`src/rtl/qeciphy_tx_packetiser.sv`:
```
// ---------------------------------------------------------------------------
// qeciphy_tx_packetiser
// Builds the transmit word stream from the TX boundary flags and an upstream
// valid/ready payload stream. Every clock cycle is one slot:
//   FAW slot  -> FAW_PATTERN                     (type 11)
//   CRC slot  -> CRC-16 of the preceding 6 data slots (type 10)
//   data slot -> popped payload (type 01) or IDLE_PATTERN fill (type 00)
// The block also polices the boundary flags. Any illegal combination drops
// the block back to WAIT and sets a sticky error flag.
//
// Ports
//   clk_i                 clock
//   rst_i                 synchronous reset, active-high
//   faw_boundary_i        current slot is FAW
//   almost_faw_boundary_i next slot is FAW
//   crc_boundary_i        current slot is CRC
//   data_i/data_valid_i   upstream payload and valid
//   data_ready_o          payload popped this cycle when valid & ready
//   tx_word_o/tx_type_o   registered transmit word and its type
//   tx_valid_o            1 in every cycle after reset
//   locked_o              framing FSM is in RUN
//   protocol_err_o        sticky boundary-protocol violation
// ---------------------------------------------------------------------------
module qeciphy_tx_packetiser #(
   parameter int          DATA_W       = 64,
   parameter logic [63:0] FAW_PATTERN  = 64'hF6F6_F628_2828_A5C3,
   parameter logic [63:0] IDLE_PATTERN = 64'h0707_0707_0707_0707,
   parameter logic [15:0] CRC_INIT     = 16'hFFFF
) (
   input  logic              clk_i,
   input  logic              rst_i,
   input  logic              faw_boundary_i,
   input  logic              almost_faw_boundary_i,
   input  logic              crc_boundary_i,
   input  logic [DATA_W-1:0] data_i,
   input  logic              data_valid_i,
   output logic              data_ready_o,
   output logic [DATA_W-1:0] tx_word_o,
   output logic [1:0]        tx_type_o,
   output logic              tx_valid_o,
   output logic              locked_o,
   output logic              protocol_err_o
);

   localparam logic [DATA_W-1:0] FAW_W  = FAW_PATTERN[DATA_W-1:0];
   localparam logic [DATA_W-1:0] IDLE_W = IDLE_PATTERN[DATA_W-1:0];

   typedef enum logic [0:0] {
      ST_WAIT = 1'b0,
      ST_RUN  = 1'b1
   } state_t;

   state_t            state_r;
   logic [15:0]       crc_r;
   logic [2:0]        slot_cnt_r;
   logic              prev_almost_r;
   logic [DATA_W-1:0] tx_word_r;
   logic [1:0]        tx_type_r;
   logic              tx_valid_r;
   logic              protocol_err_r;

   logic              slot_data_s;
   logic              err_now_s;
   logic [DATA_W-1:0] data_word_s;
   logic [15:0]       crc_next_s;

   // CRC-16 (poly 0x1021), word MSB first, fully unrolled into one cycle
   function automatic logic [15:0] crc16_word(input logic [15:0] crc_in,
                                              input logic [DATA_W-1:0] word);
      logic [15:0] c;
      logic        fb;
      c = crc_in;
      for (int i = DATA_W - 1; i >= 0; i--) begin
         fb = c[15] ^ word[i];
         c  = {c[14:0], 1'b0} ^ (fb ? 16'h1021 : 16'h0000);
      end
      return c;
   endfunction

   assign slot_data_s = !faw_boundary_i && !crc_boundary_i;
   assign data_word_s = data_valid_i ? data_i : IDLE_W;
   assign crc_next_s  = crc16_word(crc_r, data_word_s);

   // Boundary-flag legality while framing; a frame is FAW/CRC then 6 data slots
   always_comb begin
      err_now_s = 1'b0;
      if (state_r == ST_RUN) begin
         err_now_s = (faw_boundary_i && crc_boundary_i)
                  || (faw_boundary_i && !prev_almost_r)
                  || (crc_boundary_i && (slot_cnt_r != 3'd6))
                  || (faw_boundary_i && (slot_cnt_r != 3'd0))
                  || (slot_data_s && (slot_cnt_r == 3'd6));
      end else begin
         err_now_s = 1'b0;
      end
   end

   // Pop only in a legal data slot; a reset cycle never consumes the pending word
   assign data_ready_o = !rst_i && (state_r == ST_RUN) && slot_data_s && !err_now_s;

   // Framing FSM, CRC accumulator and registered transmit outputs
   always_ff @(posedge clk_i) begin
      if (rst_i) begin
         state_r        <= ST_WAIT;
         crc_r          <= CRC_INIT;
         slot_cnt_r     <= 3'd0;
         prev_almost_r  <= 1'b0;
         tx_word_r      <= IDLE_W;
         tx_type_r      <= 2'b00;
         tx_valid_r     <= 1'b0;
         protocol_err_r <= 1'b0;
      end else begin
         prev_almost_r <= almost_faw_boundary_i;
         tx_valid_r    <= 1'b1;
         case (state_r)
            ST_WAIT: begin
               if (faw_boundary_i && prev_almost_r) begin
                  state_r    <= ST_RUN;
                  tx_word_r  <= FAW_W;
                  tx_type_r  <= 2'b11;
                  crc_r      <= CRC_INIT;
                  slot_cnt_r <= 3'd0;
               end else begin
                  tx_word_r  <= IDLE_W;
                  tx_type_r  <= 2'b00;
               end
            end
            ST_RUN: begin
               if (err_now_s) begin
                  state_r        <= ST_WAIT;
                  tx_word_r      <= IDLE_W;
                  tx_type_r      <= 2'b00;
                  protocol_err_r <= 1'b1;
                  crc_r          <= CRC_INIT;
                  slot_cnt_r     <= 3'd0;
               end else if (faw_boundary_i) begin
                  tx_word_r  <= FAW_W;
                  tx_type_r  <= 2'b11;
                  crc_r      <= CRC_INIT;
                  slot_cnt_r <= 3'd0;
               end else if (crc_boundary_i) begin
                  tx_word_r  <= {{(DATA_W-16){1'b0}}, crc_r};
                  tx_type_r  <= 2'b10;
                  crc_r      <= CRC_INIT;
                  slot_cnt_r <= 3'd0;
               end else begin
                  // IDLE fills are covered by the CRC exactly as transmitted
                  tx_word_r  <= data_word_s;
                  tx_type_r  <= {1'b0, data_valid_i};
                  crc_r      <= crc_next_s;
                  slot_cnt_r <= (slot_cnt_r == 3'd7) ? 3'd7 : slot_cnt_r + 3'd1;
               end
            end
            default: begin
               state_r   <= ST_WAIT;
               tx_word_r <= IDLE_W;
               tx_type_r <= 2'b00;
            end
         endcase
      end
   end

   assign tx_word_o      = tx_word_r;
   assign tx_type_o      = tx_type_r;
   assign tx_valid_o     = tx_valid_r;
   assign locked_o       = (state_r == ST_RUN);
   assign protocol_err_o = protocol_err_r;

endmodule

```
`config.mk`:
```
export PLATFORM = sky130hd
export DESIGN_NAME = qeciphy_tx_packetiser
export DESIGN_NICKNAME = d
export VERILOG_FILES = /design/src/rtl/qeciphy_tx_packetiser.sv
export SDC_FILE = /design/constraint.sdc
export NUM_CORES = 1
export LEC_CHECK = 0
export ABC_AREA = 1
export CAP_MARGIN = 10
export CORE_ASPECT_RATIO = 0.5
export CORE_MARGIN = 3
export CORE_UTILIZATION = 53
export CTS_BUF_LIST = sky130_fd_sc_hd__clkbuf_16
export CTS_CLUSTER_SIZE = 10
export DETAILED_ROUTE_END_ITERATION = 10
export PLACE_DENSITY = 0.82
export SLEW_MARGIN = 20
export SYNTH_ARGS = -nofsm -noshare
export SYNTH_HDL_FRONTEND = slang
export SYNTH_SLANG_ARGS = --single-unit
```
`constraint.sdc`:
```
create_clock -name clk_i -period 5.4 [get_ports clk_i]
set_input_delay 1.08 -clock clk_i [delete_from_list [all_inputs] [get_ports clk_i]]
set_output_delay 1.08 -clock clk_i [all_outputs]
set_load 0.01 [all_outputs]
```
### Word level (Yosys, flattened, before mapping)

Cells that the tools add are included.

| word-level totals | value |
|---|---|
| register bits after elaboration | 89 |
| input port bits | 70 |
| output and inout bits | 70 |

| operators by class | value |
|---|---|
| $add $sub $neg | 1 |
| equal/unequal tests | 4 |
| muxes and demuxes | 91 |
| bitwise operators | 129 |
| reduce and logical (&&, ||, !) cells | 21 |

Operator list:

| cell | count |
|---|---|
| bitwise XOR 16 x 13 -> 16 bit | 64 |
| two-way mux 13 bit | 64 |
| two-way mux 64 bit | 5 |
| one-hot mux 64 bit (2 select lines) | 1 |
| two-way mux 16 bit | 4 |
| bitwise XOR 1 bit | 64 |
| one-hot mux 16 bit (2 select lines) | 1 |
| two-way mux 3 bit | 5 |
| logical AND 1 bit | 10 |
| two-way mux 2 bit | 4 |
| == test 3 bit, second input constant | 2 |
| one-hot mux 3 bit (2 select lines) | 1 |
| zero test 1 bit | 5 |
| logical OR 1 bit | 4 |
| two-way mux 1 bit | 4 |
| one-hot mux 2 bit (2 select lines) | 1 |
| adder 3 x 1 -> 3 bit, second input constant | 1 |
| inequality test 3 bit, second input constant | 1 |
| nonzero test 3 bit | 1 |
| inequality test 2 bit, second input constant | 1 |
| one-hot mux 1 bit (2 select lines) | 1 |
| AND reduction 2 bit | 1 |
| NOT 1 bit | 1 |

### Depth between registers and ports, before layout

| depth | value |
|---|---|
| depth in word-level cells | 197 |
| gate-level depth with buffers | 40 |

### Worst setup path before layout

No wires, ideal clock.

| timing | value |
|---|---|
| path kind | input port to flip-flop |
| start | in data_valid_i |
| end | reg crc_r[8] |
| library setup time | 115 ps |
| arrival | 3952 ps |
| data required time | 5285 ps |
| slack | 1332 ps |
| stages | 31 |
| cells stage by stage | buf_6 -> buf_8 -> nand2_1 -> xor2_1 -> nand3b_4 -> nand2_4 -> nand2_2 -> nand3_2 -> nand2_2 -> nand2_2 -> nand3_1 -> nand2_2 -> nand2_4 -> nand2_2 -> nand2_2 -> nand3_2 -> nand2_2 -> nand2_4 -> nand2_2 -> nand2_1 -> nand2_2 -> nand2_1 -> nand2_2 -> inv_2 -> or2_1 -> nand2_1 -> nand2_2 -> nand2_2 -> nand2_1 -> nand3_1 -> nand2_1 |

| between the ends | value |
|---|---|
| longest elaborated chain between the ends | 101 |
| elaborated cells on any way between the ends | 175 |
| those cells by class | mux (58); bitwise (117) |

RTL lines:

| item | RTL line | source |
|---|---|---|
| start, declared | 36 | `input logic data_valid_i,` |
| two-way mux 64 bit * | 81 | `assign data_word_s = data_valid_i ? data_i : IDLE_W;` |
| bitwise XOR 1 bit | 74 | `fb = c[15] ^ word[i];` |
| two-way mux 13 bit | 75 | `c = {c[14:0], 1'b0} ^ (fb ? 16'h1021 : 16'h0000);` |
| bitwise XOR 16 x 13 -> 16 bit (4 in series) | 75 |  |
| bitwise XOR 1 bit | 74 |  |
| two-way mux 13 bit | 75 |  |
| bitwise XOR 16 x 13 -> 16 bit (4 in series) | 75 |  |
| bitwise XOR 1 bit | 74 |  |
| [73 not listed] | n/a |  |
| bitwise XOR 16 x 13 -> 16 bit (4 in series) | 75 |  |
| bitwise XOR 1 bit | 74 |  |
| two-way mux 13 bit | 75 |  |
| bitwise XOR 16 x 13 -> 16 bit * (4 in series) | 75 |  |
| two-way mux 16 bit * | 141 | `end else if (crc_boundary_i) begin` |
| two-way mux 16 bit * | 136 | `end else if (faw_boundary_i) begin` |
| two-way mux 16 bit * | 129 | `if (err_now_s) begin` |
| one-hot mux 16 bit (2 select lines) * | 115 | `case (state_r)` |
| end signal, assigned | 150 | `crc_r <= crc_next_s;` |
| end, declared | 54 | `logic [15:0] crc_r;` |

Every way passes the cells marked *; elsewhere a longest branch is shown, timed or not.
A chain may end at the register's enable or synchronous reset.

### Final worst setup path

| timing | value |
|---|---|
| start | in data_valid_i |
| end | reg crc_r[13] |

| between the ends | value |
|---|---|
| longest elaborated chain between the ends | 99 |
| elaborated cells on any way between the ends | 171 |
| those cells by class | mux (56); bitwise (115) |

RTL lines:

| item | RTL line |
|---|---|
| two-way mux 64 bit * | 81 |
| bitwise XOR 1 bit | 74 |
| two-way mux 13 bit | 75 |
| bitwise XOR 16 x 13 -> 16 bit (4 in series) | 75 |
| bitwise XOR 1 bit | 74 |
| two-way mux 13 bit | 75 |
| bitwise XOR 16 x 13 -> 16 bit (4 in series) | 75 |
| bitwise XOR 1 bit | 74 |
| [73 not listed] | n/a |
| bitwise XOR 16 x 13 -> 16 bit (4 in series) | 75 |
| bitwise XOR 1 bit | 74 |
| two-way mux 13 bit | 75 |
| bitwise XOR 16 x 13 -> 16 bit * (2 in series) | 75 |
| two-way mux 16 bit * | 141 |
| two-way mux 16 bit * | 136 |
| two-way mux 16 bit * | 129 |
| one-hot mux 16 bit (2 select lines) * | 115 |

Marked as above.

==> metrics.txt <==
status completed; DRC viols 0; Slew Limit Headroom between 30% and 40%; worst min path class register to register; wire length per cell 16.3 um; simple-gate share of the synthesized area 54.9%; Worst path max stage delay 0.38 ns; area growth from synthesis to layout 26.4%; die width 169 um; Crit. End Element register; I/O pins 140; vias per inst 5.32; Worst EP required 5.64 ns; multiplexer area fraction after synthesis 0%; H-Tree Level Count 3; post-synthesis cell type count 35; row count 29; initial antenna violation count 0; slowest stage cell on the critical path xor2_1; cts repair resizes 0; post-CTS setup buffer count 0; period utilization 92.6%; pin count of the biggest net entering global routing 30; Worst R2R Start crc_r[12]; Initial Util 54.9%; cts hold-fix bufs 0; register-to-register setup slack between 1 and 1.5 ns; FILL cells between 1000 and 1500; Syn Inst Count 1125; core footprint 0.0128 mm2; first-pass GRT wire length 35800 um; YS warnings 0; Worst Hold Depth 2; Setup crit start kind input pin; # nets final 1335; DR pass1 iterations 5; CTS tree yes; Reg clk slew, reported paths ~0.08 ns; dpl hpwl 19100 um; Hold EP protocol_err_o; DR WL met2 roughly 10000 um; root buf cell clkbuf_16; Post-Route M1 WL 10900 um; Critical path origin data_valid_i; grt ovf 0; gr usage total 31.3%; ant diodes 0; HP Start protocol_err_o; area share of fa/ha/maj cells after synthesis less than 1%; gp weighted congestion 0.960; Compound-Gate Fraction of Synth Area ~5.7%; final setup TNS 0 ns; Starting DRT DRC Count 722; Hold Violations, Final 0; RSZ-0062 raised after global routing no; port buffer count approximately 140; die area between 0.01 and 0.015 mm2; fmax 200 MHz; worst-skew pair later-pin latency ~0.36 ns; max cap viols 0; synthesized area 0.00705 mm2; via count ~7600; Worst Path Arrival 5.24 ns; actual slew at the worst max-slew pin ~1.0 ns; top layer in use met4; Reg-to-Reg End crc_r[13]; Routed Wire Length 23400 um; final setup violation count 0; layout cells sized above 1 17.0%; CTS Buffer Depth 2; CTS Buf Count 9; post-route ant nets 0; WS Path Type input pin to register; CTS sink cnt 89; CP Max Fanout 19; syn_nets 1198; sequential area share after synthesis roughly a quarter; worst r2r path cells 35; CP dominant cell by count nand2_1; synthesized flop and latch total 89; post-synthesis average cell area 6.27 um2; detailed route wirelength on metal3 2180 um; Slew Limit Fails 0; XOR/XNOR share of the synthesized area roughly 3.3%; Core Util, Final between 60% and 70%; Clock Skew approximately 0.015 ns; vias in the first global route 6745; die height 87.6 um; post-layout minimum cycle time about 5.0 ns; largest family of logic cells by synthesized area simple AND/OR/NAND/NOR gates
state kept, by name (all words and copies together), names as in the netlist:
name            cells
slot_cnt_r          3
prev_almost_r       1
tx_word_o          64
locked_o            1
tx_valid_o          1
crc_r              16
protocol_err_o      1
tx_type_o           2
per-stage QoR:
stage / instances / area (um2) / setup WS [ns] / hold WS (ns)
floorplan: 1125 / 7050 / 1.33 / 0.437
global placement: 1421 / 8610 / 0.169 / 0.439
detailed placement: 1421 / 8610 / 0.125 / 0.452
CTS: 1437 / 8920 / 0.480 / 0.464
global route: 1437 / 8920 / 0.0421 / 0.494
finish: 1437 / 8920 / 0.398 / 0.460
how the worst max path moves through the flow:
| stage | slack [ns] | endpoint |
|---|---|---|
| finish | 0.40 | crc_r[13] |
| global route | 0.04 | crc_r[13] |
| CTS | 0.48 | crc_r[13] |
| detailed placement | 0.13 | crc_r[5] |
| global placement | 0.17 | crc_r[13] |
| floorplan | 1.33 | crc_r[8] |
placed cells by master, fill, tap and decap left out, types with 2 or more instances in the layout:
master           netlist  final
inv_6                  0      2
xnor2_1                6      6
inv_2                 23     23
buf_4                  0     11
xor2_1                17     17
a211oi_1              12     12
a21oi_1               11     11
clkdlybuf4s50_1        0    138
nand3_2               31     31
clkbuf_16              0      9
nand2_4               35     35
nand3_4                4      4
o21ai_0               31     31
nand3b_4               2      2
o211ai_1               8      8
ha_1                   3      3
nand3b_2               2      2
nand2_1              340    340
o21ai_1                4      4
dfxtp_1               89     89
clkinv_8               0      2
nor2_1                90     90
nand3b_1              18     18
inv_8                  0      3
nand2_2               88     88
nand3_1              143    143
inv_1                135    135
critical path, delay by kind of cell:
kind                      cells  cell delay, ns
and+or+nand+nor              23            2.67
buffers and inverters         6            0.87
xor gates and xnor gates      2            0.59
area by class of cell:
cell class	count	area, um2	share of cell area [%]
multi-input cells	853	4550	51.0
inverters	159	597	6.69
flip-flops and latches	89	1780	20.0
repair buffers	150	1470	16.5
clock buffers	9	225	2.53
well taps	170	213	2.39
clock inverters	7	83.8	0.940
per-layer routing:
layer | track usage, % | up-vias
li1 | - | 3799
met1 | 43.9 | 3472
met2 | 49.3 | 335
met3 | 7.21 | 42
met4 | 7.42 | 0
met5 | 0 | -
Yosys cell counts (all sizes together):
cell	instances	area share (%)
clkbuf	14	0.75
a211oi	12	1.3
nor2	90	4.8
xor2	18	2.3
a221oi	1	0.12
o211ai	8	0.85
inv	158	8.4
or2	1	0.089
nor3	1	0.071
nand3b	22	2.8
nand2	463	31
o41ai	1	0.12
xnor2	7	0.98
dfxtp	89	25
ha	3	0.53
buf	10	1.0
o21bai	1	0.11
nand3	178	16
clkinv	1	0.053
nand4	1	0.089
o21ai	35	2.5
a21oi	11	0.78
cells by family after synthesis:
group | after synthesis
adder cells (fa/ha/maj) | 3
AND/OR/NAND/NOR | 756
AO/OA/AOI/OAI | 69
flip-flops | 89
buffers and inverters | 183
XOR/XNOR | 25
Power is left out: the tool's default activity adds up to more than one toggle a clock period on the data nets, which glitch-free logic cannot reach.
